$ cat config.mk
export PLATFORM = sky130hd
export DESIGN_NAME = display_scan_ctrl
export DESIGN_NICKNAME = d
export VERILOG_FILES = /design/src/rtl/display_scan_ctrl.sv
export SDC_FILE = /design/constraint.sdc
export NUM_CORES = 1
export LEC_CHECK = 0
export BUFFER_PORTS_ARGS = -buffer_cell sky130_fd_sc_hd__buf_2
export CAP_MARGIN = 5
export CORE_AREA = 2 2 119 121
export DETAILED_ROUTE_END_ITERATION = 8
export DIE_AREA = 0 0 121 123
export SYNTH_ARGS = -nofsm -noshare
export SYNTH_HDL_FRONTEND = slang
export SYNTH_SLANG_ARGS = --single-unit
$ cat constraint.sdc
create_clock -name clock -period 5.9 [get_ports clock]
set_input_delay 0.59 -clock clock [delete_from_list [all_inputs] [get_ports clock]]
set_output_delay 0.59 -clock clock [all_outputs]
set_load 0.01 [all_outputs]
$ cat src/rtl/display_scan_ctrl.sv
// display_scan_ctrl
// Multiplexed seven-segment display controller on the Minisys-1A I/O bus.
// Holds up to 8 hex digits with per-digit blank, decimal point and blink
// control. Scans one digit per slot, and each slot starts with a dark
// interval to suppress ghosting. All timing comes from the system clock.
//
// Ports:
//   clock          system clock, rising edge
//   reset          asynchronous, active-high
//   Select         chip select from the address decoder
//   Write_enable   write strobe, qualified by Select
//   Address[2:0]   register byte address (0 DATA_LO, 2 DATA_HI, 4 MASK, 6 CTRL)
//   Write_data_in  write data
//   Read_data_out  combinational register readback
//   Enable[7:0]    digit anodes, active low, registered
//   Value[7:0]     {DP, CG..CA}, active low, registered
module display_scan_ctrl #(
    parameter int DIGITS       = 8,
    parameter int SCAN_DIV     = 2048,
    parameter int BLANK_CYCLES = 256,
    parameter int BLINK_DIV    = 4_000_000
) (
    input  logic        clock,
    input  logic        reset,
    input  logic        Select,
    input  logic        Write_enable,
    input  logic [2:0]  Address,
    input  logic [15:0] Write_data_in,
    output logic [15:0] Read_data_out,
    output logic [7:0]  Enable,
    output logic [7:0]  Value
);

    localparam int SLOT_W  = $clog2(SCAN_DIV);
    localparam int BLINK_W = $clog2(BLINK_DIV);

    // Anode bits for unpopulated digits are forced high.
    localparam logic [8:0] POP9 = (9'd1 << DIGITS) - 9'd1;
    localparam logic [7:0] POP  = POP9[7:0];

    logic [15:0]        data_lo;
    logic [15:0]        data_hi;
    logic [15:0]        mask;
    logic [8:0]         ctrl;
    logic [SLOT_W-1:0]  slot_cnt;
    logic [2:0]         idx;
    logic [BLINK_W-1:0] blink_cnt;
    logic               blink_phase;

    logic               wr_en;
    logic               ctrl_wr;
    logic [31:0]        digits;
    logic [3:0]         nib;
    logic [7:0]         blank_bits;
    logic [7:0]         blink_sel;
    logic               dp_on;
    logic               lit;
    logic [7:0]         enable_d;
    logic [7:0]         value_d;

    function automatic logic [6:0] seg(input logic [3:0] h);
        case (h)
            4'h0: seg = 7'h40;
            4'h1: seg = 7'h79;
            4'h2: seg = 7'h24;
            4'h3: seg = 7'h30;
            4'h4: seg = 7'h19;
            4'h5: seg = 7'h12;
            4'h6: seg = 7'h02;
            4'h7: seg = 7'h78;
            4'h8: seg = 7'h00;
            4'h9: seg = 7'h10;
            4'hA: seg = 7'h08;
            4'hB: seg = 7'h03;
            4'hC: seg = 7'h46;
            4'hD: seg = 7'h21;
            4'hE: seg = 7'h06;
            default: seg = 7'h0E;
        endcase
    endfunction

    // Odd addresses are unmapped; all even addresses hit a register.
    assign wr_en   = Select & Write_enable & ~Address[0];
    assign ctrl_wr = wr_en & (Address[2:1] == 2'd3);

    // Readback
    always_comb begin
        Read_data_out = 16'h0000;
        if (Select && !Write_enable) begin
            case (Address)
                3'd0:    Read_data_out = data_lo;
                3'd2:    Read_data_out = data_hi;
                3'd4:    Read_data_out = mask;
                3'd6:    Read_data_out = {7'd0, ctrl};
                default: Read_data_out = 16'h0000;
            endcase
        end
    end

    // Next output values are derived from the current scan position, so the
    // first edge after reset shows slot 0 (dark) of digit 0.
    assign digits     = {data_hi, data_lo};
    assign nib        = digits[{idx, 2'b00} +: 4];
    assign blank_bits = mask[7:0];
    assign blink_sel  = ctrl[7:0];
    assign dp_on      = mask[{1'b1, idx}];

    assign lit = (slot_cnt >= SLOT_W'(BLANK_CYCLES)) && ctrl[8] &&
                 !blank_bits[idx] && !(blink_sel[idx] && blink_phase);

    assign enable_d = (lit ? ~(8'd1 << idx) : 8'hFF) | ~POP;
    assign value_d  = {~dp_on, seg(nib)};

    always_ff @(posedge clock or posedge reset) begin
        if (reset) begin
            data_lo     <= 16'h0000;
            data_hi     <= 16'h0000;
            mask        <= 16'h0000;
            ctrl        <= 9'h100;
            slot_cnt    <= '0;
            idx         <= 3'd0;
            blink_cnt   <= '0;
            blink_phase <= 1'b0;
            Enable      <= 8'hFF;
            Value       <= 8'hFF;
        end else begin
            if (wr_en) begin
                case (Address[2:1])
                    2'd0:    data_lo <= Write_data_in;
                    2'd1:    data_hi <= Write_data_in;
                    2'd2:    mask    <= Write_data_in;
                    default: ctrl    <= Write_data_in[8:0];
                endcase
            end

            // Scan position keeps running even when scan is disabled.
            if (slot_cnt == SLOT_W'(SCAN_DIV - 1)) begin
                slot_cnt <= '0;
                idx      <= (idx == 3'(DIGITS - 1)) ? 3'd0 : idx + 3'd1;
            end else begin
                slot_cnt <= slot_cnt + 1'b1;
            end

            // Any CTRL write restarts blink in the visible phase so newly
            // selected digits are seen immediately.
            if (ctrl_wr) begin
                blink_cnt   <= '0;
                blink_phase <= 1'b0;
            end else if (blink_cnt == BLINK_W'(BLINK_DIV - 1)) begin
                blink_cnt   <= '0;
                blink_phase <= ~blink_phase;
            end else begin
                blink_cnt <= blink_cnt + 1'b1;
            end

            Enable <= enable_d;
            Value  <= value_d;
        end
    end

endmodule

# Word-level counts from Yosys, hierarchy flattened
# Memories as Yosys holds them, arrays and structs flattened. A register that Yosys moved wholly into a read port is not among the register bits.
# Cells that the tools add are included.
# W data, S select, Z words.
dict set report classes {
  add_sub_neg 3
  mul 0
  n_div 0
  n_lt_le_gt_ge 3
  n_eq_ne 9
  shifts 2
  muxes 15
  bitwise_logic 8
  n_reduce_logical 16
}
# op n
set op_table {}
lappend op_table {{$pmux W16 S4} 1}
lappend op_table {{$mux W22} 2}
lappend op_table {{$shiftx A32 B6 Y4} 1}
lappend op_table {{$add A22 B1 Y22 const B} 1}
lappend op_table {{$eq A22 B22 Y1 const B} 1}
lappend op_table {{$mux W16} 1}
lappend op_table {{$add A11 B1 Y11 const B} 1}
lappend op_table {{$eq A11 B11 Y1 const B} 1}
lappend op_table {{$ge A11 B9 Y1 const B} 1}
lappend op_table {{$mux W11} 1}
lappend op_table {{$bmux W1 S3} 3}
lappend op_table {{$eq A3 B3 Y1 const B} 3}
lappend op_table {{$mux W8} 1}
lappend op_table {{$not A8 Y8} 1}
lappend op_table {{$reduce_and A2 Y1} 4}
lappend op_table {{$shl A1 B3 Y8 const A} 1}
lappend op_table {{$logic_and A1 B1 Y1} 5}
lappend op_table {{$lt A4 B5 Y1 const B} 1}
lappend op_table {{$mux W1} 5}
lappend op_table {{$eq A2 B2 Y1 const B} 2}
lappend op_table {{$lt A3 B4 Y1 const B} 1}
lappend op_table {{$not A1 Y1} 4}
lappend op_table {{$add A3 B1 Y3 const B} 1}
lappend op_table {{$and A1 B1 Y1} 3}
lappend op_table {{8 further kinds} 10}
dict set report totals {
  reg_bits 110
  latchBits 0
  mem_bits_rw 0
  romBits 112
  inputBits 23
  out_inout_bits 32
  mem_count 1
}
# memory depth width read_ports rd_clocked_by_memory_dff write_ports line
set memory_table {}
lappend memory_table {{(no name shown)} 16 7 1 1 0 62} ;# case (h)

# Logic depth before layout (Yosys ltp)
# Gate-level depths: netlist of run 1.
dict set report depth {
  word_depth 6
  ltp_mapped 9
  ltp_nobuf 7
}

# Least setup slack after synthesis of run 1
# Ideal clock, no wire load.
dict set report synth_timing {
  path_kind {input -> output}
  startpoint {input port Address[2]}
  endpoint {output port Read_data_out[8]}
  t_arrival_ps 1913
  required_ps 5310
  slack_ps 3397
  stages 6
  path_buffers 2
  path_cell_list {clkbuf_1 -> buf_2 -> mux2_2 -> a22oi_1 -> a2bb2oi_1 -> nor2_1}
}
dict set report synth_between {
  elab_chain_len 3
}
# item line
set synth_rtl {}
lappend synth_rtl {{start: declaration} 27} ;# input logic [2:0] Address,
lappend synth_rtl {{$eq A3 B3 Y1 (tied with other cells)} 90} ;# case (Address)
lappend synth_rtl {{$pmux W16 S4 (*)} 90}
lappend synth_rtl {{$mux W16 (*)} 89} ;# if (Select && !Write_enable) begin
lappend synth_rtl {{end: declaration} 29} ;# output logic [15:0] Read_data_out,
# Every way passes the cells marked *; elsewhere a longest branch is shown, timed or not.

# Final worst setup path of run 1
dict set report layout_timing {
  startpoint {register idx[0]}
  endpoint {register Value[4]}
}
dict set report layout_between {
  elab_chain_len 1
}
# item line
set layout_rtl {}
lappend layout_rtl {{start: declaration} 46} ;# logic [2:0] idx;
lappend layout_rtl {{start signal: assignment} 139} ;# idx <= (idx == 3'(DIGITS - 1)) ? 3'd0 : idx + 3'd1;
lappend layout_rtl {{$shiftx A32 B6 Y4} 103} ;# assign nib = digits[{idx, 2'b00} +: 4];
lappend layout_rtl {{end: declaration} 31} ;# output logic [7:0] Value
# No other way between the ends.
# A chain may end at the register's enable or synchronous reset.

==> out/qor.yml, run 1 <==
status: "finished clean"
grt_max_degree: 74
worstSetupStartpointType: "register"
synth_edf_count: 0
antenna_cells: 0
pre_cts_slack_ns: 2.85
path_class: "register to register"
p_comb_share_pct: 19.5
cp_data_required_time_ns: 6.17
clk_latency_ns: 0.36
fmax_ghz: 0.326
grt_pass1_wl_mm: 19.7
post-route-min-period_ns: 3.07
p_int_mw: 1.46
placed_area_um2: 6080
layout.cells.non_filler: 691
drv_slew: 0
num_io_pins: 55
initial_core_util_pct: 41.8
ir_drop_v: 0.000165
yosysWarnings: 0
final_common_cell: "dfrtp_1"
dp.cells: 675
core_region_area_um2: 13600
power_frac_clock_pct: 30.5
sequential_cell_area_um2: 2770
clock-root-buffer: "clkbuf_16"
power_switching_mw: 0.573
synthArstFlopShare_pct: 100
drive_gt1_share_pct: 34.2
drt_iter0_drc: 216
grt_pass1_vias: 3754
nets: 544
finalHoldViolCount: 0
fin_hold_ws_ns: 0.251
area_growth_pct: 12.1
rsz0062_at_grt: "false"
syn_area_um2: 5690
cts_max_level: 3
clk_pin_slew_ns: 0.07
period_share_pct: 51.9
die_h_um: 123
syn_inst: 464
syn_avg_cell_area_um2: 12.3
finalSetupViolations: 0
cts_made_buffers: 9
multi_input_area_um2: 2740
powerDensity_nw_per_um2: 318
worst_pin_slew_ns: 1.02
worst_r2r_path_depth: 6
yosysTopAreaCellShare_pct: 40.9
routedWlPerCell_um: 17.5
maxCapViolCount: 0
finalSetupTns_ns: 0
mostFrequentLayoutCells: "dfrtp_1, mux2_2, buf_2"
worst_clock_skew_ns: 0.0117
drc: 0
drtPass1Iterations: 4
dieArea_um2: 14900
synthTopCellsByArea: "dfrtp_1, mux2_2, dfstp_2, mux4_1, ha_1"
switching_share_pct: 28.2
yosysUniqueCellTypes: 51
end_kind: "register"
portBuffers: 54
via_per_inst: 5.42
p_leak_nw: 2.80
synth_seq_area_share_pct: 48.7
syn_nets: 502
rows: 43
overflow: 0
p_total_mw: 2.03
synth_top_area_cell: "dfrtp_1"
path_max_fanout: 18
setup_ws_ns: 2.83
p_seq_share_pct: 50.0
clockBufferDepth: 2
post-cts-setup-buffers: 0
antenna_found_initial: 0
worst_hold_path_type: "input port to async pin"
ys_ff_latch: 110
die_x_um: 121
max-slew-margin-rel_pct: 31.8
fillers: 1213
grtUsageTotal_pct: 17.3
cp.arrival_ns: 3.34
cts_tree: "done"
synthFlopType: "dfrtp_1"
postRouteAntennaNets: 0
finish.utilization_pct: 46.9
hpwl_mm: 8.38
num_vias: 3747
holdBufCountCts: 0
final_area_um2: 6380
ctsResizeCount: 0
cts.sinks: 110
routed_wirelength_mm: 12.1
gp_congestion: 0.809
==> cells in the mapped netlist, types with 2 or more instances <==
| cell type | count |
|---|---|
| buf_2 | 6 |
| or3_1 | 6 |
| and2_1 | 4 |
| inv_1 | 12 |
| clkbuf_1 | 14 |
| nor2_1 | 45 |
| nand3b_1 | 2 |
| mux2i_1 | 15 |
| mux4_1 | 9 |
| nand3_1 | 19 |
| mux4_2 | 5 |
| and4_1 | 7 |
| buf_4 | 3 |
| nand2_1 | 12 |
| and3_1 | 3 |
| a2bb2oi_1 | 9 |
| mux2_2 | 71 |
| o31ai_1 | 5 |
| xnor2_1 | 10 |
| ha_1 | 15 |
| xor2_1 | 13 |
| or4_1 | 5 |
| dfstp_2 | 17 |
| a21oi_1 | 13 |
| nand4_1 | 10 |
| a22oi_1 | 9 |
| dfrtp_1 | 93 |
| o21ai_0 | 9 |
==> flip-flops by register name, indices dropped and copies added (netlist names) <==
name	flops
Enable	8
Value	8
blink_cnt	22
blink_phase	1
ctrl	9
data_hi	16
data_lo	16
idx	3
mask	16
slot_cnt	11
==> worst max-delay path, stage by stage (launching register included) <==
cell and delay [ns]:
dfrtp_1 0.93, mux4_1 0.64, mux2i_1 0.54, inv_1 0.19
ha_1 0.24, mux2_2 0.25, o21ai_0 0.18
==> cell families after synthesis <==
family                     Yosys count  synth area share (%)
adders and majority gates           15                  3.30
and+or+nand+nor                    122                  11.3
muxes                              102                  23.5
DFF                                110                  48.7
xor gates and xnor gates            23                  3.54
buffers and inverters               39                  3.21
AOI/OAI and AO/OA                   53                  6.53
==> cell type report <==
cell class	instances	area share (%)
Multi-Input combinational cell	315	42.9
Inverter	13	0.804
Clock inverter	6	0.961
Sequential cell	110	43.5
Tap cell	180	3.53
Clock buffer	10	3.74
Timing Repair Buffer	57	4.59
==> per-layer routing <==
metal / vias to the layer above / share of wire [%] / GRT usage (%)
li1: 1776 / - / -
met1: 1873 / 49 / 24.7
met2: 82 / 45 / 25.5
met3: 16 / 4.1 / 3.69
met4: 0 / 1.8 / 7.19
met5: - / 0 / 0
==> power groups by stage <==
stage | combinational [mW] | sequential [mW] | clock (mW)
floorplan | 0.310 | 0.992 | 0
global placement | 0.387 | 1.03 | 0
detailed placement | 0.397 | 1.03 | 0
CTS | 0.400 | 1.02 | 0.634
global route | 0.443 | 1.03 | 0.665
finish | 0.397 | 1.01 | 0.620
==> path summary, 6_finish.rpt <==
path	startpoint	slack, ns	to
worst max-delay path	idx[0]	2.83	Value[4]
worst min register to register	blink_cnt[0]	0.49	blink_cnt[0]
worst max register to register	idx[0]	2.83	Value[4]
min in group clock	Write_data_in[11]	0.49	data_hi[11]
worst min-delay path	reset	0.25	blink_cnt[20]
max in group asynchronous	reset	4.36	data_lo[15]
(Power assumes the default switching activity.)
==> run 2, diff against run 1 <==
clock period = 3 ns   (was 5.9 ns; I/O delays follow)
==> run 2 against run 1 <==
Final cell count up 1.2%; fmax increased by 17%; die area unchanged; sequential power increased by 100%; highest routed layer unchanged.
==> out/qor.yml, run 2 (synthesis gave the netlist of run 1 again) <==
p_total_mw: 4.11  # +100%
nets: 552  # +1.5%
finalSetupTns_ns: 0  # unchanged
worst_hold_path_type: "input port to async pin"
via_per_inst: 5.51  # +1.5%
rsz0062_at_grt: "false"
critical_path.max_stage_delay_ns: 0.65  # -0.28 ns
dieArea_um2: 14900  # unchanged
finalSetupViolations: 0  # unchanged
path_max_fanout: 13  # -5
sequential_cell_area_um2: 2770  # unchanged
placed_area_um2: 6170  # +1.4%
final_area_um2: 6480  # +1.6%
period_share_pct: 87.0  # +35 points
grtUsageTotal_pct: 18.1  # +0.81 points
portBuffers: 54  # unchanged
routed_wirelength_mm: 12.7  # +5.5%
max-slew-margin-rel_pct: 42.8  # +11 points
fmax_ghz: 0.383  # +17%
clk_pin_slew_ns: 0.07  # about the same
mostFrequentLayoutCells: "dfrtp_1, mux2_2, buf_2"
antenna_found_initial: 0  # unchanged
slowest_stage: "dfrtp_1"
drive_gt1_share_pct: 34.7  # +0.44 points
routedWlPerCell_um: 18.2  # +4.3%
cpLargestDelayFamily: "multiplexers"
num_vias: 3848  # +2.7%
ctsResizeCount: 0  # unchanged
largest_reg_flops: 22  # unchanged
drt_iter0_drc: 304  # +41%
maxCapViolCount: 0  # unchanged
multi_input_area_um2: 2740  # about the same
core_region_area_um2: 13600  # unchanged
finalHoldViolCount: 0  # unchanged
worstSetupStartpointType: "register"
end_kind: "register"
post-route-min-period_ns: 2.61  # -0.455 ns
post-cts-setup-buffers: 0  # unchanged
cp_cell_sequence: "mux4_1, mux2i_1, inv_1, ha_1, and3_1, a211o_1"
grt_pass1_vias: 3786  # +0.85%
cp.arrival_ns: 2.90  # -0.44 ns
holdBufCountCts: 0  # unchanged
clock-root-buffer: "clkbuf_16"
ir_drop_v: 0.000322  # +95%
grt_pass1_wl_mm: 20.5  # +4.0%
cts_made_buffers: 9  # unchanged
rows: 43  # unchanged
path_buf_inv: 1  # unchanged
drc: 0  # unchanged
initial_core_util_pct: 41.8  # unchanged
fin_hold_ws_ns: 0.108  # -0.143 ns
area_growth_pct: 13.9
clockBufferDepth: 2  # unchanged
postRouteAntennaNets: 0  # unchanged
worst_clock_skew_ns: 0.0122  # +0.000548 ns
fillers: 1220  # +0.58%
die_x_um: 121  # unchanged
antenna_cells: 0  # unchanged
overflow: 0  # unchanged
largest_register: "blink_cnt"
cts_tree: "done"
gp_congestion: 0.834  # +3.2%
powerDensity_nw_per_um2: 633  # +99%
status: "finished clean"
drv_slew: 0  # unchanged
p_leak_nw: 2.86  # +2.0%
final_common_cell: "dfrtp_1"
cts.sinks: 110  # unchanged
cp_data_required_time_ns: 3.29  # -2.88 ns
num_io_pins: 55  # unchanged
path_class: "register to register"
cts_max_level: 3  # unchanged
hpwl_mm: 9.00  # +7.4%
clk_latency_ns: 0.36  # about the same
die_h_um: 123  # unchanged
grt_max_degree: 39  # -47%
drtPass1Iterations: 4  # unchanged
worst_pin_slew_ns: 0.856  # -0.166 ns
## run 2: cell count changes in the layout (fill, tap and decap cells not counted), sizes merged
cell	before	now
clkinv	4	2
clkbuf	10	12
buf	57	65
inv	13	12
bufinv	1	2
## run 2: final timing paths
kind,startpoint,endpoint,cells past startpoint,slack (ns)
setup / recovery,idx[1],Value[0],6,0.39
max in group asynchronous,reset,Value[7],3,2.16
hold / removal,reset,blink_cnt[16],2,0.11
setup reg to reg,idx[1],Value[0],6,0.39
hold reg to reg,blink_cnt[0],blink_cnt[0],1,0.50
min in group clock,Write_data_in[15],data_hi[15],2,0.20
## run 2: report_power, final
group / switching [mW] / internal [mW]
sequential: 0.251 / 1.78
clock: 0.540 / 0.753
combinational: 0.350 / 0.435
## run 2: final cells by class
class / count / area share, %
Inverter: 13 / 0.811
Clock inverter: 4 / 1.08
Timing Repair Buffer: 65 / 5.83
Tap cell: 180 / 3.47
Sequential cell: 110 / 42.8
Clock buffer: 12 / 3.80
Multi-Input combinational cell: 315 / 42.2
## run 2: worst register-to-register path, cell delays in order (launching register included)
cell and delay, ns:
dfrtp_1 0.65, mux4_1 0.62, mux2i_1 0.51, inv_1 0.15, ha_1 0.25, and3_1 0.15, a211o_1 0.22
## run 2: routing by layer
layer,up-vias,wire [µm],part of all wire [%],GRT usage [%]
met4,0,250,2.0,7.27
li1,1787,-,-,-
met5,-,0,0,0
met3,14,638,5.0,3.78
met1,1949,6160,48,26.6
met2,98,5680,45,26.1
## run 2: per-stage QoR
| step | util [%] | cells | worst slack, ns |
|---|---|---|---|
| after detailed placement | 45.3 | 683 | 0.389 |
| after global routing | 47.6 | 699 | 0.150 |
| after global placement | 45.3 | 683 | 0.498 |
| after CTS | 47.6 | 699 | 0.387 |
| final | 47.6 | 699 | 0.390 |
| after floorplan | - | 464 | 0.666 |
